$ cat src/rtl/sp2_spi_capture.sv
// Receiving end of the SP2 display SPI link: decodes the ST7789-style command/data
// stream and rebuilds pixels as framebuffer writes (row*H_RES+col, RGB565).
module sp2_spi_capture #(
  parameter int unsigned H_RES = 320,
  parameter int unsigned V_RES = 172,
  parameter int unsigned X_OFS = 0,
  parameter int unsigned Y_OFS = 34
) (
  input  logic        clk,
  input  logic        rst_n_in,
  input  logic        spi_cs_n,
  input  logic        spi_sck,
  input  logic        spi_mosi,
  input  logic        spi_dc,
  output logic        pix_wr_en,
  output logic [15:0] pix_wr_addr,
  output logic [15:0] pix_wr_data,
  output logic        byte_valid,
  output logic [7:0]  byte_data,
  output logic        byte_is_cmd,
  output logic        frame_done,
  output logic        err_partial,
  output logic        err_oob
);

  localparam logic [15:0] H_RES16 = 16'(H_RES);
  localparam logic [15:0] V_RES16 = 16'(V_RES);
  localparam logic [15:0] X_OFS16 = 16'(X_OFS);
  localparam logic [15:0] Y_OFS16 = 16'(Y_OFS);

  localparam logic [7:0] CMD_CASET = 8'h2A;
  localparam logic [7:0] CMD_RASET = 8'h2B;
  localparam logic [7:0] CMD_RAMWR = 8'h2C;

  typedef enum logic [2:0] {
    ST_IDLE,
    ST_CASET,
    ST_RASET,
    ST_RAMWR,
    ST_SKIP
  } state_t;

  state_t state, state_nxt;

  logic [1:0] cs_sync, sck_sync, mosi_sync, dc_sync;
  logic       sck_q;
  logic       cs_s, mosi_s, dc_s, sck_rise;
  logic [2:0] bit_cnt;
  logic [7:0] shift;

  logic [1:0]  arg_idx;
  logic [7:0]  arg_hi;
  logic [15:0] arg_start;
  logic [15:0] xs, xe, ys, ye, col, row;
  logic [7:0]  pix_hi;
  logic        half;
  logic [15:0] addr_c;
  logic        in_bounds_c;
  logic        ld_arg, commit_x, commit_y, pix_byte, enter_ramwr;

  assign cs_s     = cs_sync[1];
  assign mosi_s   = mosi_sync[1];
  assign dc_s     = dc_sync[1];
  assign sck_rise = sck_sync[1] & ~sck_q;

  // Two-stage synchronisers for all SPI pins; CS idles high
  always_ff @(posedge clk or negedge rst_n_in) begin
    if (!rst_n_in) begin
      cs_sync   <= 2'b11;
      sck_sync  <= 2'b00;
      mosi_sync <= 2'b00;
      dc_sync   <= 2'b00;
      sck_q     <= 1'b0;
    end else begin
      cs_sync   <= {cs_sync[0], spi_cs_n};
      sck_sync  <= {sck_sync[0], spi_sck};
      mosi_sync <= {mosi_sync[0], spi_mosi};
      dc_sync   <= {dc_sync[0], spi_dc};
      sck_q     <= sck_sync[1];
    end
  end

  // Bit assembly; CS high drops any partial byte
  always_ff @(posedge clk or negedge rst_n_in) begin
    if (!rst_n_in) begin
      bit_cnt     <= 3'd0;
      shift       <= 8'd0;
      byte_valid  <= 1'b0;
      byte_data   <= 8'd0;
      byte_is_cmd <= 1'b0;
      err_partial <= 1'b0;
    end else begin
      byte_valid <= 1'b0;
      if (cs_s) begin
        if (bit_cnt != 3'd0) err_partial <= 1'b1;
        bit_cnt <= 3'd0;
      end else if (sck_rise) begin
        shift   <= {shift[6:0], mosi_s};
        bit_cnt <= bit_cnt + 3'd1;
        if (bit_cnt == 3'd7) begin
          byte_valid  <= 1'b1;
          byte_data   <= {shift[6:0], mosi_s};
          byte_is_cmd <= ~dc_s;
        end
      end
    end
  end

  always_ff @(posedge clk or negedge rst_n_in) begin
    if (!rst_n_in) state <= ST_IDLE;
    else           state <= state_nxt;
  end

  // Command decoder: a command byte always overrides the current state
  always_comb begin
    state_nxt   = state;
    ld_arg      = 1'b0;
    commit_x    = 1'b0;
    commit_y    = 1'b0;
    pix_byte    = 1'b0;
    enter_ramwr = 1'b0;
    if (byte_valid) begin
      if (byte_is_cmd) begin
        case (byte_data)
          CMD_CASET: state_nxt = ST_CASET;
          CMD_RASET: state_nxt = ST_RASET;
          CMD_RAMWR: begin
            state_nxt   = ST_RAMWR;
            enter_ramwr = 1'b1;
          end
          default:   state_nxt = ST_SKIP;
        endcase
      end else begin
        case (state)
          ST_CASET: begin
            ld_arg = 1'b1;
            if (arg_idx == 2'd3) begin
              commit_x  = 1'b1;
              state_nxt = ST_IDLE;
            end
          end
          ST_RASET: begin
            ld_arg = 1'b1;
            if (arg_idx == 2'd3) begin
              commit_y  = 1'b1;
              state_nxt = ST_IDLE;
            end
          end
          ST_RAMWR: pix_byte = 1'b1;
          default:  ;
        endcase
      end
    end
  end

  assign addr_c      = row * H_RES16 + col;
  assign in_bounds_c = (col < H_RES16) && (row < V_RES16);

  // Window registers, cursor and pixel write port
  always_ff @(posedge clk or negedge rst_n_in) begin
    if (!rst_n_in) begin
      arg_idx     <= 2'd0;
      arg_hi      <= 8'd0;
      arg_start   <= 16'd0;
      xs          <= 16'd0;
      xe          <= H_RES16 - 16'd1;
      ys          <= 16'd0;
      ye          <= V_RES16 - 16'd1;
      col         <= 16'd0;
      row         <= 16'd0;
      pix_hi      <= 8'd0;
      half        <= 1'b0;
      pix_wr_en   <= 1'b0;
      pix_wr_addr <= 16'd0;
      pix_wr_data <= 16'd0;
      frame_done  <= 1'b0;
      err_oob     <= 1'b0;
    end else begin
      pix_wr_en  <= 1'b0;
      frame_done <= 1'b0;
      if (byte_valid && byte_is_cmd) begin
        arg_idx <= 2'd0;
        half    <= 1'b0;
      end
      if (enter_ramwr) begin
        col <= xs;
        row <= ys;
      end
      if (ld_arg) begin
        arg_idx <= arg_idx + 2'd1;
        case (arg_idx)
          2'd0:    arg_hi    <= byte_data;
          2'd1:    arg_start <= {arg_hi, byte_data};
          2'd2:    arg_hi    <= byte_data;
          default: ;
        endcase
      end
      if (commit_x) begin
        xs <= arg_start - X_OFS16;
        xe <= {arg_hi, byte_data} - X_OFS16;
      end
      if (commit_y) begin
        ys <= arg_start - Y_OFS16;
        ye <= {arg_hi, byte_data} - Y_OFS16;
      end
      if (pix_byte) begin
        if (!half) begin
          pix_hi <= byte_data;
          half   <= 1'b1;
        end else begin
          half      <= 1'b0;
          pix_wr_en <= in_bounds_c;
          if (in_bounds_c) begin
            pix_wr_addr <= addr_c;
            pix_wr_data <= {pix_hi, byte_data};
          end else begin
            err_oob <= 1'b1;
          end
          // Wrap only on equality; reversed windows run until the 16-bit wrap
          if (col == xe) begin
            col <= xs;
            if (row == ye) begin
              row        <= ys;
              frame_done <= in_bounds_c;
            end else begin
              row <= row + 16'd1;
            end
          end else begin
            col <= col + 16'd1;
          end
        end
      end
    end
  end

endmodule

$ cat config.mk
export PLATFORM = sky130hd
export DESIGN_NAME = sp2_spi_capture
export DESIGN_NICKNAME = d
export VERILOG_FILES = /design/src/rtl/sp2_spi_capture.sv
export SDC_FILE = /design/constraint.sdc
export NUM_CORES = 1
export LEC_CHECK = 0
export BUFFER_PORTS_ARGS = -buffer_cell sky130_fd_sc_hd__clkbuf_2
export CAP_MARGIN = 20
export CORE_ASPECT_RATIO = 1.75
export CORE_MARGIN = 1.5
export CORE_UTILIZATION = 55
export CTS_CLUSTER_DIAMETER = 30
export CTS_CLUSTER_SIZE = 16
export DETAILED_ROUTE_END_ITERATION = 6
export PLACE_DENSITY = 0.78
export SYNTH_ARGS = -nofsm -noshare
export SYNTH_HDL_FRONTEND = slang
export SYNTH_SLANG_ARGS = --single-unit
export TNS_END_PERCENT = 5
$ cat constraint.sdc
create_clock -name clk -period 3.5 [get_ports clk]
set_input_delay 0.875 -clock clk [delete_from_list [all_inputs] [get_ports clk]]
set_output_delay 0.875 -clock clk [all_outputs]
set_load 0.02 [all_outputs]
**Yosys cells after proc, flatten, opt, wreduce, memory -nomap -nowiden**

Index checks and enable logic that the tools add are counted.

- Bits in registers: 199
- Input port bits: 6
- Output and inout port bits: 46
- Logic and storage cells: 121

- $add $sub $neg: 7
- Multipliers: 1
- Order comparisons: 2
- Equality and inequality tests: 12
- Muxes and demuxes: 45
- Bitwise gates (word level): 6
- Reductions and logical operators: 20

Operators with widths:

| kind | number |
|---|---|
| $mux 16 | 9 |
| $add 16x1->16 const B | 2 |
| $eq 16x16->1 | 2 |
| $sub 16x6->16 const B | 2 |
| $mux 1 | 28 |
| $eq 8x6->1 const B | 3 |
| $add 16x16->16 | 1 |
| $lt 16x8->1 const B | 1 |
| $lt 16x9->1 const B | 1 |
| $mul 16x3->10 const B | 1 |
| $mux 3 | 5 |
| $reduce_and 3->1 | 4 |
| $reduce_and 2->1 | 5 |
| $reduce_bool 2->1 | 5 |
| $pmux 3 s3 | 1 |
| $eq 3x2->1 const B | 2 |
| $not 1->1 | 5 |
| $eq 2x2->1 const B | 2 |
| $mux 2 | 2 |
| $reduce_or 2->1 | 2 |
| $add 3x1->3 const B | 1 |
| $eq 3x1->1 const B | 1 |
| $eq 3x3->1 const B | 1 |
| $reduce_bool 3->1 | 1 |
| 5 further kinds | 6 |

**Logic depth before layout (Yosys ltp)**

- Word-level depth: 8
- Gate-level depth with buffers: 12
- Mapped depth without buffers: 12

**Least setup slack after synthesis**

Ideal clock, no wire load.

- Kind: register -> register
- From: reg row[1]
- To: reg pix_wr_addr[15]
- Setup time: 134 ps
- Data arrival time: 2676 ps
- Setup slack: 690 ps
- Cell stages (with the launch flop): 11
- Cell sequence: dfrtp_1 -> ha_1 -> ha_1 -> fa_1 -> ha_1 -> nand3_1 -> o2111ai_1 -> a211oi_1 -> o31ai_1 -> xnor2_1 -> o21ai_0

- Word-level cells in the longest chain between the ends: 3
- Elaborated cells between the ends (all ways): 5

Ends and longest elaborated chain:

| element | line | source |
|---|---|---|
| start: declaration | 54 | `logic [15:0] xs, xe, ys, ye, col, row;` |
| start signal: assignment | 187 | `row <= ys;` |
| start signal: assignment | 223 | `row <= ys;` |
| start signal: assignment | 226 | `row <= row + 16'd1;` |
| branches (longest 3 deep; another with $mul 16x3->10) | -- |  |
| end signal: assignment | 214 | `pix_wr_addr <= addr_c;` |
| end: declaration | 16 | `output logic [15:0] pix_wr_addr,` |

Several ways; the timed one is not identified.
A chain may end at the register's enable or synchronous reset.

**Final worst setup path**

- From: reg row[3]
- To: reg pix_wr_addr[15]

Same word-level chain as after synthesis.

==> results.sh <==
export IMPL_status="finished clean"
export IMPL_dpl_hpwl_um=16700
export IMPL_min_path_cells=0
export IMPL_slew_headroom=0.356
export IMPL_drc_errors=0
export IMPL_htree_levels=4
export IMPL_final_util=0.622
export IMPL_drt_iter0_markers=482
export IMPL_grt_pass1_vias=7132
export IMPL_cts_num_sinks=199
export IMPL_synthArstFlopShare=1.00
export IMPL_yosys_warnings=0
export IMPL_holdBufCountCts=0
export IMPL_wl_um=22900
export IMPL_r2r_end="pix_wr_addr[15]"
export IMPL_cts_tree="built"
export IMPL_path_cells="ha_1 > ha_1 > fa_1 > ha_1 > nand3_1 > o2111ai_1 > a211oi_1 > o31ai_1 > xnor2_1 > o21ai_0"
export IMPL_io_pins=52
export IMPL_crit_arrival_ns=3.53
export IMPL_synth_yosys_seq_area_share=0.516
export IMPL_r2r_slack_ns=0.29
export IMPL_synth_avg_cell_area_um2=10.4
export IMPL_most_common_layout_cells="185 x dfrtp_1, 139 x nand2_1, 75 x o21ai_0"
export IMPL_postCtsSetupBuffers=0
export IMPL_ys_flop_type="dfrtp_1"
export IMPL_fin_crit_sh=0.918
export IMPL_pwr_density_cell_nw_per_um2=411
export IMPL_io_buffer_count=51
export IMPL_grt_pass1_wl_um=36900
export IMPL_worstMarginPinSlew_ns=0.963
export IMPL_clkTransAtPathRegs_ns=0.08
export IMPL_synth_edf_count=0
export IMPL_viasPerCell=5.87
export IMPL_syn_inst=930
export IMPL_crit_top_cell="ha_1"
export IMPL_slew_violations=0
export IMPL_fp_dieW_um=103
export IMPL_ir_worst_vdd_mv=0.406
export IMPL_r2r_start="row[3]"
export IMPL_min_to="sck_sync[1]"
export IMPL_synth_area_um2=9690
export IMPL_maxCapViolCount=0
export IMPL_grt_overflow=0
export IMPL_hp_class="flip-flop to flip-flop"
export IMPL_die_height_um=179
export IMPL_holdWs_ns=0.353
export IMPL_cp_top_family="adder cells"
export IMPL_setup_viol=0
export IMPL_gp_congestion=0.891
export IMPL_fin_crit_ns=3.21
export IMPL_die_area_um2=18500
export IMPL_static_leakage_power_nw=5.29
export IMPL_antenna_cells=0
export IMPL_start_util=0.558
export IMPL_fmax_mhz=311
export IMPL_tns_ns=0
export IMPL_r2r_cells=10
export IMPL_path_buf_inv=0
export IMPL_cp_depth=10
export IMPL_grt_usage=0.267
export IMPL_cts_resized=0
export IMPL_cp_required_ns=3.81
export IMPL_nFillCells=1420
export IMPL_rsz0062_at_grt="no"
export IMPL_wl_per_cell_um=18.9
export IMPL_vias=7131
export IMPL_final_common_cell="dfrtp_1"
export IMPL_path_class="flip-flop to flip-flop"
export IMPL_drive_above_1_share=0.199
export IMPL_rows=64
export IMPL_worst_skew_pair_late_latency_ns=0.44
export IMPL_area_delta_synth_final_pct=11.5
export IMPL_cp_slowest_cell="dfrtp_1"
export IMPL_synth_distinct_cells=58
export IMPL_slowest_delay_ns=0.48
export IMPL_drtAntennaViolNets=0
export IMPL_min_from="sck_sync[0]"
export IMPL_crit_path_max_fanout=8
export IMPL_cts_max_path_buffers=2
export IMPL_cts_buffers=17
export IMPL_grt_max_degree=96
export IMPL_layout_nets=1012
export IMPL_finalHoldViolCount=0
export IMPL_endpoint_kind="flip-flop"
export IMPL_startpoint_type="flip-flop"
export IMPL_root_buffer="clkbuf_16"
export IMPL_clock_skew_ns=0.0125
export IMPL_core_region_area_um2=17400
export IMPL_yosys_register_bits=199
export IMPL_drtPass1Iterations=5
export IMPL_grt_antenna_before_repair=0
export IMPL_syn_nets=971
==> registers in the layout, summed over array words and instances, names as in the netlist, 2 cells and up <==
signal       cells
arg_hi           8
row             16
pix_wr_data     16
pix_hi           8
ye              16
byte_data        8
dc_sync          2
ys              16
xe              16
sck_sync         2
xs              16
arg_start       16
cs_sync          2
state            3
mosi_sync        2
pix_wr_addr     16
bit_cnt          3
shift            7
col             16
arg_idx          2
==> synth_stat cells, types with 3 or more instances <==
library cell | count | area share
ha_1 | 33 | 0.043
o221a_2 | 4 | 0.0046
a21o_1 | 7 | 0.0054
dfrtp_1 | 185 | 0.48
nor3b_1 | 4 | 0.0031
dfstp_2 | 14 | 0.038
nand2b_1 | 7 | 0.0045
nor3_1 | 18 | 0.0093
xnor2_1 | 48 | 0.043
clkbuf_1 | 38 | 0.015
and4_1 | 3 | 0.0027
o21bai_1 | 3 | 0.0023
a211oi_1 | 8 | 0.0062
nand3_1 | 20 | 0.010
o22ai_1 | 4 | 0.0026
nand4_1 | 9 | 0.0058
mux2_2 | 72 | 0.084
buf_2 | 7 | 0.0036
inv_1 | 32 | 0.012
nand2_1 | 139 | 0.054
nor2_1 | 47 | 0.018
o21ai_0 | 75 | 0.039
o21a_1 | 6 | 0.0046
xor2_1 | 28 | 0.025
nor4_1 | 15 | 0.0097
nor2b_1 | 3 | 0.0019
or3_1 | 7 | 0.0045
a31oi_1 | 4 | 0.0026
o211ai_1 | 6 | 0.0046
o31ai_1 | 5 | 0.0039
and3_1 | 8 | 0.0052
a21oi_1 | 33 | 0.017
==> worst max-delay path by stage <==
stage | from | endpoint | slack (ns)
2_1_floorplan | row[1] | pix_wr_addr[15] | 0.69
3_3_place_gp | row[3] | pix_wr_addr[15] | 0.52
3_5_place_dp | row[3] | pix_wr_addr[15] | 0.38
4_1_cts | row[3] | pix_wr_addr[15] | 0.37
5_1_grt | row[3] | pix_wr_addr[15] | 0.13
6_report | row[3] | pix_wr_addr[15] | 0.29
==> where the power goes <==
group / switching, mW / internal, mW / leakage [nW]
combinational: 0.0573 / 0.0376 / 2.31
sequential: 0.0285 / 2.34 / 2.70
clock: 0.908 / 1.07 / 0.280
==> final cells by class <==
type	count	area, um^2	area share
multi-input cells	652	4380	0.405
clock buffers	17	425	0.0394
clock inverters	15	170	0.0157
inverters	32	120	0.0111
well taps	231	289	0.0267
repair buffers	69	424	0.0393
flip-flops and latches	199	5000	0.462
==> through the flow <==
stage | std cells | cell area [um^2] | setup WS [ns] | total power, mW
after floorplan | 930 | 9690 | 0.690 | 2.44
after global placement | 1183 | 10200 | 0.523 | 2.50
after detailed placement | 1183 | 10200 | 0.384 | 2.51
after CTS | 1215 | 10800 | 0.371 | 4.46
after global routing | 1215 | 10800 | 0.129 | 4.57
final | 1215 | 10800 | 0.287 | 4.44
==> kinds of logic (layout without fill, tap and decap cells) <==
kind of cell               after synthesis  count (layout)  share of synthesized area
and+or+nand+nor                        294             294                      0.142
DFF                                    199             199                      0.516
AOI/OAI and AO/OA                      175             175                      0.111
buffers and inverters                   79             133                     0.0323
xor gates and xnor gates                76              76                     0.0687
muxes                                   72              72                     0.0837
adders and majority gates               35              35                     0.0467
==> metal layers <==
layer | wire length, um | part of all wire | global-route usage
met5 | 0 | 0 | 0
met4 | 1350 | 0.059 | 0.171
met3 | 741 | 0.032 | 0.0329
met2 | 12300 | 0.53 | 0.467
met1 | 8560 | 0.37 | 0.302
No activity file was read; power rests on OpenSTA's default activity.
